**config.mk**
```make
export PLATFORM = sky130hd
export DESIGN_NAME = csr_loader
export DESIGN_NICKNAME = d
export VERILOG_FILES = /design/src/rtl/csr_loader.sv
export SDC_FILE = /design/constraint.sdc
export NUM_CORES = 1
export LEC_CHECK = 0
export ABC_AREA = 1
export CAP_MARGIN = 10
export CORE_ASPECT_RATIO = 1.1
export CORE_MARGIN = 2
export CORE_UTILIZATION = 25
export CTS_CLUSTER_SIZE = 24
export DETAILED_ROUTE_END_ITERATION = 16
export PLACE_DENSITY = 0.49
export SYNTH_ARGS = -nofsm -noshare
export SYNTH_HDL_FRONTEND = slang
export SYNTH_SLANG_ARGS = --single-unit
export TNS_END_PERCENT = 50
```
**constraint.sdc**
```tcl
create_clock -name clk -period 2.08 [get_ports clk]
set_input_delay 0.416 -clock clk [delete_from_list [all_inputs] [get_ports clk]]
set_output_delay 0.416 -clock clk [all_outputs]
set_load 0.005 [all_outputs]
```
**src/rtl/csr_loader.sv**
```systemverilog
// csr_loader: turns a row-major (row, col, val) triplet stream
// into CSR value, column and row-pointer RAM writes.
module csr_loader #(
  parameter int NUM_ROWS = 4,
  parameter int DEPTH    = 16384
) (
  input  logic        clk,
  input  logic        reset,
  input  logic        start,
  input  logic        in_valid,
  output logic        in_ready,
  input  logic [13:0] in_row,
  input  logic [31:0] in_col,
  input  logic [31:0] in_val,
  input  logic        in_last,
  output logic [13:0] val_addr,
  output logic [31:0] val_din,
  output logic        val_we,
  output logic [13:0] col_addr,
  output logic [31:0] col_din,
  output logic        col_we,
  output logic [13:0] row_addr,
  output logic [31:0] row_din,
  output logic        row_we,
  output logic [14:0] nnz_count,
  output logic        busy,
  output logic        done,
  output logic        error
);

  localparam logic [13:0] NR = 14'(NUM_ROWS);
  localparam logic [14:0] DP = 15'(DEPTH);

  typedef enum logic [2:0] {
    S_IDLE,
    S_LOAD,
    S_FILL,
    S_FINAL,
    S_DONE,
    S_ERR
  } state_t;

  state_t      state;
  logic [14:0] nnz;
  logic [14:0] fill_val;
  logic [13:0] cur_row;
  logic [13:0] target;
  logic        last_pend;

  logic        xfer;
  logic        bad;
  logic        jump;
  logic        can_start;
  logic [13:0] nxt_row;

  assign nnz_count = nnz;
  assign nxt_row   = cur_row + 14'd1;
  assign xfer      = (state == S_LOAD) && in_valid && in_ready;
  assign jump      = in_row != cur_row;
  assign can_start = start &&
                     ((state == S_IDLE) ||
                      (state == S_DONE) ||
                      (state == S_ERR));

  // A triplet is rejected if it goes backwards, runs off the
  // matrix, or would overflow the value/column RAMs.
  always_comb begin
    bad = 1'b0;
    if (in_row < cur_row) bad = 1'b1;
    if (in_row >= NR)     bad = 1'b1;
    if (nnz == DP)        bad = 1'b1;
  end

  // Load sequencer; every RAM port and status flag is registered.
  always_ff @(posedge clk or negedge reset) begin
    if (!reset) begin
      state     <= S_IDLE;
      nnz       <= '0;
      fill_val  <= '0;
      cur_row   <= '0;
      target    <= '0;
      last_pend <= 1'b0;
      in_ready  <= 1'b0;
      busy      <= 1'b0;
      done      <= 1'b0;
      error     <= 1'b0;
      val_addr  <= '0;
      val_din   <= '0;
      val_we    <= 1'b0;
      col_addr  <= '0;
      col_din   <= '0;
      col_we    <= 1'b0;
      row_addr  <= '0;
      row_din   <= '0;
      row_we    <= 1'b0;
    end else begin
      val_we <= 1'b0;
      col_we <= 1'b0;
      row_we <= 1'b0;
      done   <= 1'b0;
      if (can_start) begin
        state    <= S_LOAD;
        nnz      <= '0;
        cur_row  <= '0;
        fill_val <= '0;
        error    <= 1'b0;
        in_ready <= 1'b1;
        busy     <= 1'b1;
        row_we   <= 1'b1;
        row_addr <= '0;
        row_din  <= '0;
      end else begin
        unique case (state)
          S_IDLE: begin
            in_ready <= 1'b0;
            busy     <= 1'b0;
          end
          S_LOAD: begin
            if (xfer && bad) begin
              state    <= S_ERR;
              error    <= 1'b1;
              in_ready <= 1'b0;
              busy     <= 1'b0;
            end else if (xfer) begin
              val_we   <= 1'b1;
              val_addr <= nnz[13:0];
              val_din  <= in_val;
              col_we   <= 1'b1;
              col_addr <= nnz[13:0];
              col_din  <= in_col;
              nnz      <= nnz + 15'd1;
              if (jump) begin
                fill_val  <= nnz;
                target    <= in_row;
                last_pend <= in_last;
                state     <= S_FILL;
                in_ready  <= 1'b0;
              end else if (in_last) begin
                state    <= S_FINAL;
                in_ready <= 1'b0;
              end
            end
          end
          S_FILL: begin
            row_we   <= 1'b1;
            row_addr <= nxt_row;
            row_din  <= {17'd0, fill_val};
            cur_row  <= nxt_row;
            if (nxt_row == target) begin
              if (last_pend) begin
                state <= S_FINAL;
              end else begin
                state    <= S_LOAD;
                in_ready <= 1'b1;
              end
            end
          end
          S_FINAL: begin
            row_we   <= 1'b1;
            row_addr <= nxt_row;
            row_din  <= {17'd0, nnz};
            cur_row  <= nxt_row;
            if (nxt_row == NR) begin
              state <= S_DONE;
              done  <= 1'b1;
              busy  <= 1'b0;
            end
          end
          S_DONE: begin
            state <= S_IDLE;
          end
          S_ERR: begin
            in_ready <= 1'b0;
            busy     <= 1'b0;
          end
          default: begin
            state <= S_IDLE;
          end
        endcase
      end
    end
  end

endmodule

```
### Word-level counts from Yosys, hierarchy flattened

Index checks and enable logic that the tools add are counted.

| cells by class | value |
|---|---|
| reductions and logical operators | 25 |
| equal/unequal tests | 17 |
| muxes and demuxes | 49 |
| order comparisons | 2 |
| add/subtract/negate cells | 2 |
| bitwise gates (word level) | 2 |

Operators with widths:

| cell | count |
|---|---|
| $mux W15 | 9 |
| $pmux W32 S2 | 1 |
| $mux W32 | 1 |
| $mux W14 | 2 |
| $mux W1 | 25 |
| $mux W3 | 7 |
| $add A15 B1 Y15 const B | 1 |
| $eq A15 B15 Y1 const B | 1 |
| $reduce_and A5 Y1 | 3 |
| $add A14 B1 Y14 const B | 1 |
| $eq A14 B14 Y1 | 1 |
| $eq A14 B3 Y1 const B | 1 |
| $ge A14 B3 Y1 const B | 1 |
| $lt A14 B14 Y1 | 1 |
| $ne A14 B14 Y1 | 1 |
| $pmux W3 S4 | 1 |
| $reduce_bool A2 Y1 | 5 |
| $ne A3 B3 Y1 const B | 3 |
| $reduce_and A4 Y1 | 2 |
| $reduce_bool A4 Y1 | 2 |
| $eq A3 B2 Y1 const B | 2 |
| $eq A3 B3 Y1 const B | 2 |
| $pmux W1 S3 | 2 |
| $reduce_and A3 Y1 | 2 |
| other kinds (14) | 20 |

| storage, ports and cells | value |
|---|---|
| output and inout port bits | 160 |
| word-level logic and storage cells | 113 |
| flip-flop bits (word level) | 178 |
| input bits | 83 |

### Longest topological paths before layout

Gate-level depths: netlist of the first run.

| depth | value |
|---|---|
| depth in word-level cells | 8 |
| mapped depth | 16 |
| depth with buffers taken out | 16 |

### Worst setup path after synthesis of the first run

Ideal clock, no wire load.

| timing path | value |
|---|---|
| path type | register to register |
| start point | reg cur_row[9] |
| end point | reg nnz[3] (netlist: nnz_count[3]) |
| library setup time | 123 ps |
| setup slack | 17 ps |
| data required time | 1957 ps |
| period minus slack after synthesis | 2063 ps |
| buffers on the path | 1 |
| data arrival time | 1940 ps |
| stages on the path, launching flop included | 15 |
| cell sequence | dfrtp_1 > inv_1 > ha_1 > nand2_1 > inv_1 > nand3_1 > nor3_1 > nand2_1 > nand2_1 > nand2_1 > nor2_2 > buf_2 > nand2_1 > o21ai_0 > a21oi_1 |

| on the way | value |
|---|---|
| longest elaborated chain between the ends | 7 |

Ends and longest elaborated chain:

| item | line | source |
|---|---|---|
| start: declaration | 46 | `logic [13:0] cur_row;` |
| start signal: assignment | 148 | `cur_row <= nxt_row;` |
| start signal: assignment | 162 | `cur_row <= nxt_row;` |
| $lt A14 B14 Y1 | 69 | `if (in_row < cur_row) bad = 1'b1;` |
| $mux W1 | 69 |  |
| $mux W1 | 70 | `if (in_row >= NR) bad = 1'b1;` |
| $mux W1 | 71 | `if (nnz == DP) bad = 1'b1;` |
| $logic_and A1 B1 Y1 | 119 | `if (xfer && bad) begin` |
| $ne A2 B2 Y1 (no line) | -- |  |
| $reduce_and A3 Y1 (no line) | -- |  |
| end signal: assignment | 131 | `nnz <= nnz + 15'd1;` |
| end: declaration | 44 | `logic [14:0] nnz;` |

No other way between the ends.
A chain may end at the register's enable or synchronous reset.

### Final worst setup path of the first run

| timing path | value |
|---|---|
| start point | in in_row[13] |
| end point | reg target[0] |

| on the way | value |
|---|---|
| longest elaborated chain between the ends | 7 |
| elaborated cells between the ends (all ways) | 9 |
| those cells by class | order compare (2); eq/ne (1); mux (3); bitwise (1); reduce/logical (2) |

Ends and longest elaborated chain:

| item | line | source |
|---|---|---|
| start: declaration | 12 | `input logic [13:0] in_row,` |
| $lt A14 B14 Y1 | 69 |  |
| $mux W1 | 69 |  |
| $mux W1 | 70 |  |
| $mux W1 | 71 |  |
| $logic_and A1 B1 Y1 | 119 |  |
| $not A1 Y1 (no line) | -- |  |
| $reduce_and A5 Y1 (no line) (*) | -- |  |
| end signal: assignment | 134 | `target <= in_row;` |
| end: declaration | 47 | `logic [13:0] target;` |

Every way passes the cells marked *; elsewhere a longest branch is shown, timed or not.

==> results of run 1 <==
-- state kept, by name (all words and copies together) (netlist names) --
name and count:
val_din 32, error 1, last_pend 1, col_din 32, fill_val 15, row_din 15, target 14, state 3
busy 1, in_ready 1, cur_row 14, row_we 1, col_we 1, nnz_count 15, col_addr 14, done 1
-- area by class of cell --
cell class | count | area, um2
clock inverters | 12 | 133
clock buffers | 19 | 443
diodes | 2 | 5.00
multi-input cells | 658 | 3520
repair buffers | 351 | 3520
well taps | 414 | 518
fillers | 3082 | 18000
flip-flops and latches | 161 | 4030
inverters | 86 | 323
-- stage by stage --
step	instances	power, mW
floorplan	965	4.34
global placement	1641	5.46
detailed placement	1641	5.46
CTS	1680	8.74
global route	1702	9.24
finish	1703	8.75
-- final timing paths --
path / startpoint / to / cells past startpoint
setup / recovery: in_row[13] / target[0]$_DFFE_PN0P_ / 14
hold / removal: in_row[1] / target[1]$_DFFE_PN0P_ / 2
setup reg to reg: cur_row[5]$_DFFE_PN0P_ / target[0]$_DFFE_PN0P_ / 16
hold reg to reg: col_din[4]$_DFFE_PN0P_ / col_din[4]$_DFFE_PN0P_ / 2
max in group asynchronous: reset / val_din[6]$_DFFE_PN0P_ / 3
min in group asynchronous: reset / row_we$_DFF_PN0_ / 2
-- metal layers --
layer | vias up | wire (um)
met3 | 24 | 1970
met4 | 0 | 418
met1 | 3513 | 11500
li1 | 3650 | -
met5 | - | 0
met2 | 226 | 12700
-- power by group --
| part | switching (mW) | internal, mW | total (mW) | leakage, nW |
|---|---|---|---|---|
| clock | 1.34 | 1.80 | 3.14 | 0.276 |
| combinational | 1.22 | 1.01 | 2.24 | 3.34 |
| sequential | 0.107 | 3.27 | 3.38 | 2.23 |
| total | 2.67 | 6.08 | 8.75 | 5.85 |
-- cells by family after synthesis --
| logic type | after synthesis | share of synthesized area |
|---|---|---|
| muxes | 1 | 0.00145 |
| buffers and inverters | 146 | 0.0887 |
| adders and majority gates | 17 | 0.0274 |
| AOI/OAI and AO/OA | 101 | 0.0740 |
| and+or+nand+nor | 514 | 0.279 |
| other | 1 | 0.000483 |
| xor gates and xnor gates | 8 | 0.00903 |
| DFF | 161 | 0.519 |
-- timing repair --
action	CTS	global route
hold endpoints to repair	38	0
resized for setup	47	102
cloned	0	7
setup endpoints to repair	126	126
setup buffers	7	14
pin swaps	23	26
hold buffers	1	0
-- placed cells by master (no fill, tap or decap), types with 23 or more instances in the layout --
cell type        instances
nor2_1                  38
clkdlybuf4s50_1        219
inv_1                   60
dfrtp_1                159
nand3_1                 44
clkbuf_16               23
buf_4                   99
nand2_2                 27
nand2_1                326
inv_2                   25
o21ai_0                 40
==> impl_results.rst, run 1 <==
.. list-table::
   :header-rows: 1

   * - Metric
     - Value
   * - Worst path setup slack after routing
     - -0.0492 ns
   * - Worst supply voltage drop on vdd
     - 420 uV
   * - Remaining number of nets flagged by the antenna check after routing
     - 0
   * - Synthesized area
     - 7760 um2
   * - Number of search-and-repair iterations in the first detailed-routing pass
     - 5
   * - Highest clock rate
     - 470 MHz
   * - Number of nets in the final layout
     - 1375
   * - Layer carrying the most global-route usage
     - met2
   * - Most common cell type on the critical path
     - nand2_2
   * - Vias per Instance
     - 4.35
   * - DRC errors left
     - 0
   * - TritonCTS clock tree
     - built
   * - Met1 GRT Util
     - 0.205
   * - Delay-heaviest family, CP
     - buffers and inverters
   * - Number of buffers created by CTS
     - 17
   * - Clock sink total
     - 161
   * - Chip width
     - 172 um
   * - Flip-flop and latch count after synthesis
     - 161
   * - Biggest area contributors in the synthesized netlist
     - dfrtp_1 52%, nand2_1 18%, inv_1 3.9%
   * - Accumulated negative setup slack
     - -0.729 ns
   * - I/O pin cnt
     - 243
   * - Leak Pwr
     - 5.85 nW
   * - Post-synthesis instance total
     - 949
   * - Leading post-synthesis cells by instance count
     - 362 x nand2_1, 161 x dfrtp_1, 81 x inv_1, 52 x o21ai_0, 50 x nand3_1
   * - Hpwl dp
     - 18700 um
   * - Floorplan die area
     - 32500 um2
   * - Slack of the worst reg-to-reg path
     - -0.03 ns
   * - Row Count
     - 67
   * - Wire length of the first global-routing pass
     - 39900 um
   * - Port buffer count
     - 225
   * - Critical path class
     - input pin to register
   * - Number of synthesized flops with an enable pin
     - 0
   * - Count of H-tree levels built during CTS
     - 4
   * - Largest net degree at the start of global routing
     - 51
   * - Worst-path maximum fanout
     - 5
   * - Tightest slew margin relative to the limit
     - 0.573
   * - Setup violations, final
     - 48
   * - Sequential fraction of the synthesis area
     - 0.519
   * - CP Cell Sequence
     - clkdlybuf4s50_1 > ha_4 > nand2_2 > nor3_4 > nand2_2 > nand2_4 > nand2_4 > nor2_4 > buf_12 > nand2_8 > buf_12 > clkbuf_16 > nand2_2 > o21ai_1
   * - Share of synthesized flip-flops with an asynchronous set or reset
     - 1.00
   * - Count of warnings emitted by yosys
     - 0
   * - Source-to-sink clock delay at the later pin of the worst-skew pair
     - 0.44 ns
   * - Final min period
     - 2.13 ns
   * - Total detailed-routing wirelength
     - 26600 um
   * - Effective utilization at floorplan
     - 0.254
   * - Area share of the largest cell type after synthesis
     - 0.519
   * - Delay of the slowest critical-path stage
     - 0.46 ns
   * - Total overflow reported by the global router
     - 0
   * - Root Buffer Master
     - clkbuf_16
   * - Predominant post-synthesis flop cell
     - dfrtp_1
   * - Clock Tree Buf Depth
     - 2
   * - Avg WL per Cell
     - 15.6 um
   * - Outcome
     - finished with violations
   * - Arrival time of the worst setup path
     - 2.45 ns
   * - Floorplan core area
     - 30500 um2
   * - Post-route clock period utilization
     - 1.02
   * - Proportion of layout cells with a drive suffix above 1
     - 0.212
   * - CP max stage cell
     - clkdlybuf4s50_1
   * - Kind of launch point of the worst setup path
     - input pin
   * - Total global routing track utilization
     - 0.159
   * - Vertical die dimension
     - 189 um
   * - Vias in the first global route
     - 7250
   * - Failing checks
     - setup timing
   * - Largest clock skew in the final design
     - 0.0215 ns
   * - Most common cell in the synthesized netlist
     - nand2_1
   * - Dominant cell type by area after synthesis
     - dfrtp_1
   * - Count of buffer and inverter cells on the critical path
     - 4
   * - Final weighted congestion in routability-driven placement
     - 0.829
   * - Slew Viols, Final
     - 0
   * - Post-Route Hold Slack
     - 0.337 ns
   * - Transition time at the pin with the least slew margin
     - 0.640 ns
   * - Clock slew at the register clock pins of the worst setup and hold paths
     - 0.07 ns
   * - Endpoints failing hold
     - 0
   * - Endpoint required time on the critical path
     - 2.40 ns
   * - DR iter-0 viols
     - 446
   * - Met2 Track Usage GR
     - 0.249
   * - Power density over the cells
     - 700 nW/um2
   * - Post-route cell area
     - 12500 um2
   * - Type of element capturing the critical path
     - register
   * - Layout overhead on the synthesized area
     - 61.2%
   * - Placement Cell Area
     - 11100 um2
   * - Total number of vias
     - 7413
   * - RSZ-0062 raised after global routing
     - true
   * - Util after Layout
     - 0.410
   * - Unique cell type count in the Yosys netlist
     - 35
   * - Number of antenna violations at the first check in global routing
     - 2
   * - Mean Syn Cell Area
     - 8.17 um2
   * - Count of max-cap constraint violations
     - 0
   * - Worst setup timing slack at the placement stage
     - -0.653 ns
   * - Kind of path behind the tightest hold check
     - input pin to register
   * - Met3 layer usage reported by global route
     - 0.0567
Note: power is estimated with default switching activity, not from simulation.
==> run 2, diff against run 1 <==
- ABC_AREA: 1 -> default
- CTS_BUF_LIST: default -> sky130_fd_sc_hd__clkbuf_16
==> impl_results.rst, run 2 <==
.. list-table::
   :header-rows: 1

   * - Metric
     - Value
   * - Largest clock skew in the final design
     - 0.0121 ns
   * - Number of nets in the final layout
     - 1305
   * - Number of antenna violations at the first check in global routing
     - 0
   * - Clock slew at the register clock pins of the worst setup and hold paths
     - 0.07 ns
   * - Cell count of the worst reg-to-reg path
     - 9
   * - Total number of vias
     - 7186
   * - Layout overhead on the synthesized area
     - 59.3%
   * - Post-synthesis simple-gate area fraction
     - 0.240
   * - Unique cell type count in the Yosys netlist
     - 58
   * - Total global routing track utilization
     - 0.159
   * - Worst setup timing slack at the placement stage
     - -1.10 ns
   * - Area share of the largest cell type after synthesis
     - 0.506
   * - Highest clock rate
     - 382 MHz
   * - I/O pin cnt
     - 243
   * - Root Buffer Master
     - clkbuf_16
   * - Vias in the first global route
     - 7206
   * - Cell total after placement
     - 1582
   * - Vias per Instance
     - 4.39
   * - Remaining number of nets flagged by the antenna check after routing
     - 0
   * - Total detailed-routing wirelength
     - 26500 um
   * - Sequential cell fraction of total power
     - 0.374
   * - Power density over the cells
     - 694 nW/um2
   * - Failing checks
     - setup timing
   * - Commonest non-fill, non-tap cell in the layout
     - nand2_1
   * - Kind of path behind the tightest hold check
     - input pin to asynchronous set/reset pin
   * - Source-to-sink clock delay at the later pin of the worst-skew pair
     - 0.43 ns
   * - Slack of the worst reg-to-reg path
     - -0.52 ns
   * - XOR/XNOR share of the synthesized area
     - 0.0319
   * - Most common cell in the synthesized netlist
     - nand2_1
   * - Worst path setup slack after routing
     - -0.541 ns
   * - Endpoints failing hold
     - 0
   * - Predominant post-synthesis flop cell
     - dfrtp_1
   * - Antenna diodes
     - 0
   * - Startpoint of the worst register-to-register path
     - cur_row[5]$_DFFE_PN0P_
   * - Sequential fraction of the synthesis area
     - 0.506
   * - TritonCTS clock tree
     - built
   * - Critical path class
     - input pin to register
   * - Vertical die dimension
     - 191 um
   * - Kind of launch point of the worst setup path
     - input pin
   * - Slew Viols, Final
     - 0
   * - Clock share of power
     - 0.372
   * - Count of max-cap constraint violations
     - 0
   * - Largest net degree at the start of global routing
     - 62
   * - Wire length of the first global-routing pass
     - 40900 um
   * - Floorplan core area
     - 31400 um2
   * - Net switching power
     - 2.74 mW
   * - Fraction of power consumed by combinational cells
     - 0.253
   * - Post-route cell area
     - 12700 um2
   * - Area share of fa/ha/maj cells after synthesis
     - 0.0280
   * - Chip width
     - 174 um
   * - DRC errors left
     - 0
   * - Clock Tree Buf Depth
     - 2
   * - DR iter-0 viols
     - 378
   * - Count of H-tree levels built during CTS
     - 4
   * - Post-synthesis instance total
     - 883
   * - Registers with the highest flip-flop counts
     - col_din (32), val_din (32)
   * - Effective utilization at floorplan
     - 0.253
   * - Final weighted congestion in routability-driven placement
     - 0.846
   * - Non-filler instance count after layout
     - 1638
   * - Leak Pwr
     - 5.91 nW
   * - Row Count
     - 68
   * - Dominant cell type by area after synthesis
     - dfrtp_1
   * - Synthesized area
     - 7960 um2
   * - Leading post-synthesis cells by instance count
     - 284 x nand2_1, 161 x dfrtp_1, 60 x o21ai_0, 37 x clkbuf_1, 34 x buf_4
   * - Arrival time of the worst setup path
     - 2.93 ns
   * - Multiplexer share of the synthesized area
     - 0.0270
   * - Worst reg2reg path endpoint
     - state[1]$_DFFE_PN0P_
   * - Total overflow reported by the global router
     - 0
   * - Main combinational cell family by area after synthesis
     - simple AND/OR/NAND/NOR gates
   * - Transition time at the pin with the least slew margin
     - 0.681 ns
   * - Number of synthesized flops with an enable pin
     - 0
   * - Number of buffers created by CTS
     - 17
   * - Worst supply voltage drop on vdd
     - 496 uV
   * - Biggest area contributors in the synthesized netlist
     - dfrtp_1 51%, nand2_1 13%, o21ai_0 3.8%
   * - Commonest non-fill, non-tap cells in the layout
     - 270 x nand2_1, 223 x clkdlybuf4s50_1, 160 x dfrtp_1
   * - Count of warnings emitted by yosys
     - 0
   * - Proportion of layout cells with a drive suffix above 1
     - 0.202
   * - Clock sink total
     - 161
   * - Endpoint required time on the critical path
     - 2.38 ns
   * - Pwr Total
     - 8.79 mW
   * - Flip-flop and latch count after synthesis
     - 161
   * - Share of synthesized flip-flops with an asynchronous set or reset
     - 1.00
   * - Final min period
     - 2.62 ns
   * - Worst-path maximum fanout
     - 4
   * - Internal portion of total power
     - 6.05 mW
   * - RSZ-0062 raised after global routing
     - true
   * - Hpwl dp
     - 18500 um
   * - Switching share of power
     - 0.312
   * - Outcome
     - finished with violations
   * - Mean Syn Cell Area
     - 9.01 um2
   * - Accumulated negative setup slack
     - -50.09 ns
   * - Area fraction in compound gates after synthesis
     - 0.0923
   * - Floorplan die area
     - 33300 um2
   * - Number of search-and-repair iterations in the first detailed-routing pass
     - 4
   * - Placement Cell Area
     - 11400 um2
   * - Type of element capturing the critical path
     - register
   * - Post-route clock period utilization
     - 1.26
   * - Setup violations, final
     - 129
   * - Tightest slew margin relative to the limit
     - 0.546
   * - Port buffer count
     - 225
   * - Avg WL per Cell
     - 16.2 um
## run 2: changes by cell type after synthesis, moves of 9 or more
| cell | delta |
|---|---|
| nor2b_1 | +15 |
| nand2_1 | -78 |
| inv_1 | -58 |
| nand3_1 | -22 |
| o31ai_1 | +9 |
| buf_2 | -12 |
| xnor2_1 | +11 |
| mux2i_1 | +17 |
| nor2_1 | -12 |
| xor2_1 | +10 |
| o22ai_1 | -17 |
| clkbuf_1 | +23 |
## run 2: power groups by stage
stage	sequential [mW]	combinational, mW	clock (mW)
3_5_place_dp	3.35	2.11	0
3_3_place_gp	3.35	2.12	0
4_1_cts	3.29	2.23	3.40
2_1_floorplan	3.38	1.09	0
5_1_grt	3.30	2.41	3.50
6_report	3.29	2.23	3.27
## run 2: routing by layer
metal / part of all wire / vias up / GRT usage / wire [um]
li1: - / 3544 / - / -
met1: 0.44 / 3407 / 0.200 / 11500
met2: 0.48 / 208 / 0.261 / 12800
met3: 0.067 / 27 / 0.0481 / 1770
met4: 0.017 / 0 / 0.0485 / 446
met5: 0 / - / 0 / 0
## run 2: kinds of logic (layout without fill, tap and decap cells)
family          Yosys count  count (layout)
fa+ha+maj                18              18
mux                      21              21
compound gates          120             120
buf+inv                 108             427
xor+xnor                 29              29
simple gates            425             425
other cells               1              17
flops                   161             161
## run 2: worst max path at each step
stage | start | end | depth (start not counted)
finish | in_row[4] | state[1]$_DFFE_PN0P_ | 9
global route | cur_row[5]$_DFFE_PN0P_ | state[1]$_DFFE_PN0P_ | 10
CTS | cur_row[5]$_DFFE_PN0P_ | state[1]$_DFFE_PN0P_ | 9
detailed placement | in_row[5] | state[1]$_DFFE_PN0P_ | 9
global placement | in_row[5] | state[1]$_DFFE_PN0P_ | 9
floorplan | cur_row[2]$_DFFE_PN0P_ | state[1]$_DFFE_PN0P_ | 10
## run 2: cell type report
class                           count  area (um2)
Inverter                           23        88.8
Clock buffer                       17         425
Multi-Input combinational cell    630        3660
Sequential cell                   161        4030
Timing Repair Buffer              372        3770
Clock inverter                     15         171
Fill cell                        3066       18700
Tap cell                          420         526
## run 2: what timing repair did
action                     4_1_cts  5_1_grt
cloned                           7        3
hold buffers                     1        0
buffers inserted                10        5
setup endpoints to repair      132      133
resized for setup               45       29
pin swaps                       18       37
hold endpoints to repair        20        0
## run 2: metrics by stage
| stage | utilization | hold slack (ns) |
|---|---|---|
| floorplan | - | 0.120 |
| detailed placement | 0.364 | 0.304 |
| finish | 0.404 | 0.414 |
| global placement | 0.364 | 0.309 |
| CTS | 0.397 | 0.410 |
| global route | 0.404 | 0.435 |
## run 2: worst max-delay path, stage by stage
cell and delay (ns):
clkdlybuf4s50_1 0.43, ha_1 0.31, nand4_1 0.18, o21bai_4 0.23, a311o_2 0.37, a211o_1 0.30
and2_4 0.17, nor4b_1 0.13, or4_1 0.39
